`src/rtl/vec_dot_stream.sv`:
```
// Streaming signed dot-product engine: LANES element pairs per beat, accumulated over len beats.
// Build option VEC_DOT_STREAM_SAT_EN: saturate the accumulator on overflow (default: wrap).
module vec_dot_stream #(
  parameter int unsigned LANES  = 4,
  parameter int unsigned DATA_W = 16,
  parameter int unsigned ACC_W  = 40,
  parameter int unsigned LEN_W  = 8
) (
  input  logic                      clk,
  input  logic                      rst_n,
  input  logic                      start,
  input  logic [LEN_W-1:0]          len,
  input  logic                      in_valid,
  output logic                      in_ready,
  input  logic [LANES*DATA_W-1:0]   in_a,
  input  logic [LANES*DATA_W-1:0]   in_b,
  output logic                      out_valid,
  input  logic                      out_ready,
  output logic [ACC_W-1:0]          out_result,
  output logic                      out_ovf,
  output logic                      busy
);

  localparam int unsigned PROD_W = 2 * DATA_W;

  typedef enum logic [1:0] {IDLE, RUN, DRAIN, HOLD} state_t;

  state_t                   state, state_d;
  logic [LEN_W-1:0]         cnt, cnt_d;
  logic                     job_clr;
  logic                     beat;

  logic signed [PROD_W-1:0] s1_prod [LANES];
  logic                     s1_valid;
  logic signed [ACC_W-1:0]  tree_sum;
  logic signed [ACC_W-1:0]  s2_sum;
  logic                     s2_valid;

  logic signed [ACC_W-1:0]  acc;
  logic                     ovf;
  logic signed [ACC_W:0]    acc_wide;
  logic                     acc_ovf;
  logic signed [ACC_W-1:0]  acc_next;

  assign beat       = in_valid && in_ready;
  assign out_result = acc;
  assign out_ovf    = ovf;

  // State, beat counter and registered handshake/status outputs
  always_ff @(posedge clk or negedge rst_n) begin
    if (!rst_n) begin
      state     <= IDLE;
      cnt       <= '0;
      in_ready  <= 1'b0;
      out_valid <= 1'b0;
      busy      <= 1'b0;
    end else begin
      state     <= state_d;
      cnt       <= cnt_d;
      in_ready  <= (state_d == RUN);
      out_valid <= (state_d == HOLD);
      busy      <= (state_d != IDLE);
    end
  end

  // Next-state logic; an empty job passes through DRAIN for one cycle so its result
  // appears one cycle after start, like a pipeline that is already empty.
  always_comb begin
    state_d = state;
    cnt_d   = cnt;
    job_clr = 1'b0;
    case (state)
      IDLE: begin
        if (start) begin
          cnt_d   = len;
          job_clr = 1'b1;
          state_d = (len == '0) ? DRAIN : RUN;
        end
      end
      RUN: begin
        if (beat) begin
          cnt_d = cnt - LEN_W'(1);
          if (cnt == LEN_W'(1)) state_d = DRAIN;
        end
      end
      DRAIN: begin
        if (!s1_valid && !s2_valid) state_d = HOLD;
      end
      HOLD: begin
        if (out_valid && out_ready) state_d = IDLE;
      end
      default: state_d = IDLE;
    endcase
  end

  // S1: per-lane signed products
  always_ff @(posedge clk or negedge rst_n) begin
    if (!rst_n) begin
      s1_valid <= 1'b0;
      for (int unsigned k = 0; k < LANES; k++) s1_prod[k] <= '0;
    end else begin
      s1_valid <= beat;
      if (beat) begin
        for (int unsigned k = 0; k < LANES; k++) begin
          s1_prod[k] <= PROD_W'($signed(in_a[k*DATA_W +: DATA_W])) *
                        PROD_W'($signed(in_b[k*DATA_W +: DATA_W]));
        end
      end
    end
  end

  // Lane sum, sign-extended to the accumulator width
  always_comb begin
    tree_sum = '0;
    for (int unsigned k = 0; k < LANES; k++) begin
      tree_sum = tree_sum + ACC_W'(s1_prod[k]);
    end
  end

  // S2: registered lane sum
  always_ff @(posedge clk or negedge rst_n) begin
    if (!rst_n) begin
      s2_valid <= 1'b0;
      s2_sum   <= '0;
    end else begin
      s2_valid <= s1_valid;
      if (s1_valid) s2_sum <= tree_sum;
    end
  end

  // S3 add with one guard bit; overflow when the guard bit disagrees with the sign bit
  always_comb begin
    acc_wide = {acc[ACC_W-1], acc} + {s2_sum[ACC_W-1], s2_sum};
    acc_ovf  = acc_wide[ACC_W] ^ acc_wide[ACC_W-1];
`ifdef VEC_DOT_STREAM_SAT_EN
    if (acc_ovf) begin
      acc_next = acc_wide[ACC_W] ? {1'b1, {(ACC_W-1){1'b0}}} : {1'b0, {(ACC_W-1){1'b1}}};
    end else begin
      acc_next = acc_wide[ACC_W-1:0];
    end
`else
    acc_next = acc_wide[ACC_W-1:0];
`endif
  end

  // S3: accumulator and sticky overflow flag
  always_ff @(posedge clk or negedge rst_n) begin
    if (!rst_n) begin
      acc <= '0;
      ovf <= 1'b0;
    end else if (job_clr) begin
      acc <= '0;
      ovf <= 1'b0;
    end else if (s2_valid) begin
      acc <= acc_next;
      ovf <= ovf | acc_ovf;
    end
  end

endmodule

```
`config.mk`:
```
export PLATFORM = sky130hd
export DESIGN_NAME = vec_dot_stream
export DESIGN_NICKNAME = d
export VERILOG_FILES = /design/src/rtl/vec_dot_stream.sv
export SDC_FILE = /design/constraint.sdc
export NUM_CORES = 2
export LEC_CHECK = 0
export BUFFER_PORTS_ARGS = -buffer_cell sky130_fd_sc_hd__buf_2
export CELL_PAD_IN_SITES_DETAIL_PLACEMENT = 1
export CELL_PAD_IN_SITES_GLOBAL_PLACEMENT = 1
export CORE_MARGIN = 2
export CORE_UTILIZATION = 39
export DETAILED_ROUTE_END_ITERATION = 12
export PLACE_DENSITY_LB_ADDON = 0.1
export SYNTH_ARGS = -nofsm -noshare
export SYNTH_HDL_FRONTEND = slang
export SYNTH_SLANG_ARGS = --single-unit
```
`constraint.sdc`:
```
create_clock -name clk -period 5.65 [get_ports clk]
set_input_delay 0.2825 -clock clk [delete_from_list [all_inputs] [get_ports clk]]
set_output_delay 0.2825 -clock clk [all_outputs]
set_load 0.02 [all_outputs]
```
==> metrics.yaml <==
timing:
  finalHoldViolCount: 0
  setup_viol: 0
  finalCriticalPeriod_ns: 5.462
  slew-limit-headroom: 0.2804
  max_freq_mhz: 183.1
  grt_setup_unrepaired: "yes"
  holdWs_ns: 0.05102
  tightest_slew_ns: 1.052
  fin_skew_ns: 0.01871
  finalCritPeriodShare: 0.9667
  drv_slew: 0
synthesis:
  synth_edf_count: 0
  seq_area_frac_synth: 0.1046
  synthXorXnorAreaFrac: 0.02927
  synth.area.top_cells: "fa_1 43%, dfrtp_1 10%, ha_1 9.7%"
  synth-simple-area-share: 0.1558
  synth_compound_area_frac: 0.08212
  yosysWarningCount: 0
  syn_inst: 5654
  synth_top_area_cell: "fa_1"
  synth_top_family_by_area: "adder cells"
  syn_area_per_cell_um2: 9.262
  syn_nets: 7313
  synthDistinctLibCells: 85
  synth_top_area_frac: 0.4259
  ys_seq_elements: 219
  netlist_area_um2: 52370
  postSynth.asyncResetShare: 1.000
  yosys.area_share.adder: 0.5224
  muxShareOfSynthArea: 0.007478
  synthFlopType: "dfrtp_1"
die:
  die_h_um: 370.4
  die-area_um2: 137200
  row_count: 134
  ios: 185
  core_um2: 133300
  fp.dieW_um: 370.4
  start_util: 0.3929
grt:
  grt_pass1_wl_um: 246800
  antenna_found_initial: 0
  grt_pass1_vias: 45568
  grt_use_total: 0.2255
  grt_max_degree: 181
  grt-ovfl-total: 0
clock_network:
  clkTransAtPathRegs_ns: 0.06
  clock-sinks: 219
  htreeDepth: 1
  clk_latency_ns: 0.56
  cts_root_buffer: "clkbuf_16"
  cts_tree: "yes"
  cts_buffer_depth: 3
  cts_buffers: 29
worst_setup_path:
  rr_worst_depth: 15
  cpPeakStageDelay_ns: 0.57
  cp.depth: 22
  crit_chain: "buf_2 -> buf_4 -> nand2_1 -> fa_1 -> inv_1 -> fa_1 -> fa_1 -> fa_1 -> fa_1 -> inv_1 -> fa_1 -> inv_1 -> ha_4 -> a21o_1 -> a21o_1 -> a31o_2 -> a31oi_4 -> buf_4 -> o21ai_0 -> a211o_1 -> o31ai_1 -> o211ai_1"
  crit_slowest_cell: "fa_1"
  r2r_slack_ns: 1.14
  crit_required_ns: 6.08
  path_max_fanout: 6
  critPathKind: "in2reg"
  critPathLaunchType: "primary input"
  crit_family: "adder cells"
  crit_buf_inv: 6
  path_common_cell: "fa_1"
  worst_ep_arrival_time_ns: 5.89
  critPathLaunch: "in_b[42]"
  worstSetupEndpoint: "s1_prod[62]"
  endpoint_kind: "flip-flop"
  r2r_start: "s1_prod[1]"
  r2r-end: "s2_sum[29]"
route:
  route.detailed.drc: 0
  routed_via_density: 4.936
  routedWlPerCell_um: 18.57
  routed_wl_um: 149500
  dr.pass1.iters: 5
  first_iter_violations: 1447
  ant_nets: 0
  dr_total_vias: 39724
layout:
  seqCellArea_um2: 5482
  layout_common_cells: "1,173 x inv_1, 1,092 x fa_1, 716 x nand2_1, 558 x buf_4, 492 x and2_1"
  final_common_cell: "inv_1"
  nets: 7916
  multi_input_area_um2: 42340
  area_growth_pct: 16.60
  layout-drive-gt1-share: 0.1538
  antennaDiodeCount: 0
  stdcell_area_um2: 61060
  fillCellCount: 15439
placed_design:
  portBuffers: 184
  gp_congestion: 0.8563
  dpl_cell_area_um2: 59610
  dpl.hpwl_um: 131500
hold_path:
  hp-class: "in2reg"
flow_run:
  max-cap-violations: 0
status:
  outcome: "complete, no violations"
-- kinds of logic (layout without fill, tap and decap cells) --
| kind of cell | after synthesis | in the layout |
|---|---|---|
| XOR/XNOR | 175 | 175 |
| AO/OA/AOI/OAI | 665 | 665 |
| flip-flops | 219 | 219 |
| AND/OR/NAND/NOR | 1669 | 1669 |
| adder cells (fa/ha/maj) | 1518 | 1518 |
| multiplexers | 37 | 37 |
| buffers and inverters | 1371 | 1996 |
-- worst min-delay path by stage --
stage	startpoint	end	slack (ns)	cells past startpoint
finish	start	state[1]	0.05	3
global route	start	state[1]	0.05	3
CTS	start	state[1]	0.02	3
detailed placement	rst_n	out_result[14]	0.38	1
global placement	rst_n	out_result[13]	0.39	1
floorplan	rst_n	busy	-0.01	0
-- worst reg2reg max path: stages (launching register included) --
cell,delay (ns)
dfrtp_1,0.45
fa_1,0.52
fa_1,0.50
ha_1,0.17
inv_1,0.06
fa_1,0.45
nor2b_1,0.13
o21ai_1,0.09
a21boi_0,0.39
o31ai_1,0.14
buf_4,0.17
a21oi_1,0.27
nor2_1,0.16
a31oi_1,0.34
xnor2_1,0.24
mux2_2,0.32
-- repair_timing --
item                                    in CTS  in global routing
endpoints found under the setup margin       2                 38
hold buffers                                 2                  0
resized for setup                            2                120
buffers inserted                             0                  5
gates cloned                                 0                  0
pin swaps                                    0                 51
hold endpoints to repair                   103                  0
-- state kept, by name (all words and copies together) (netlist names), 2 cells and up --
name / cells
out_result: 40
cnt: 8
s1_prod: 128
state: 2
s2_sum: 35
-- Yosys cell counts (6+ instances only) --
master	n
inv_1	1175
fa_1	1114
nand2_1	725
and2_1	502
ha_1	404
dfrtp_1	219
clkbuf_1	186
o21ai_0	185
nor2_1	180
a21oi_1	152
xnor2_1	115
a21o_1	84
xor2_1	60
nand3_1	47
nor3_1	42
nand2b_1	41
o21a_1	28
a211oi_1	24
a31oi_1	22
o21bai_1	22
nor2b_1	21
and3_1	20
mux2i_1	20
o31ai_1	20
nand4_1	18
mux2_2	17
nor3b_1	15
o211ai_1	12
or3_1	12
a211o_1	11
o21ai_1	10
nand3b_1	9
a21boi_0	8
a31o_2	8
or2_2	7
a221o_1	6
nor4_1	6
nor4b_1	6
-- layout make-up --
type	count	area share
Multi-Input combinational cell	4064	0.6935
Timing Repair Buffer	765	0.09260
Sequential cell	219	0.08977
Inverter	1178	0.07242
Tap cell	1768	0.03623
Clock buffer	39	0.01365
Clock inverter	14	0.001824
-- through the flow --
stage          setup TNS (ns)  setup slack [ns]  cells    util
3_3_place_gp           -18.25           -0.6981   7987  0.4472
4_1_cts                     0           0.03728   8042  0.4545
2_1_floorplan        -0.05723          -0.05467   5654       -
5_1_grt               -0.1533          -0.06762   8047  0.4581
3_5_place_dp           -23.38           -0.7442   7987  0.4472
6_report                    0            0.1881   8047  0.4581
-- routing by layer --
layer / vias to the layer above / track usage / share of wire
met5: - / 0 / 0
met1: 20758 / 0.3074 / 0.46
met4: 0 / 0.03229 / 0.016
li1: 18493 / - / -
met2: 363 / 0.4023 / 0.51
met3: 110 / 0.01381 / 0.020
Power is not shown: default switching activity piles up to over one toggle a cycle in this logic, so the estimate is an artifact.
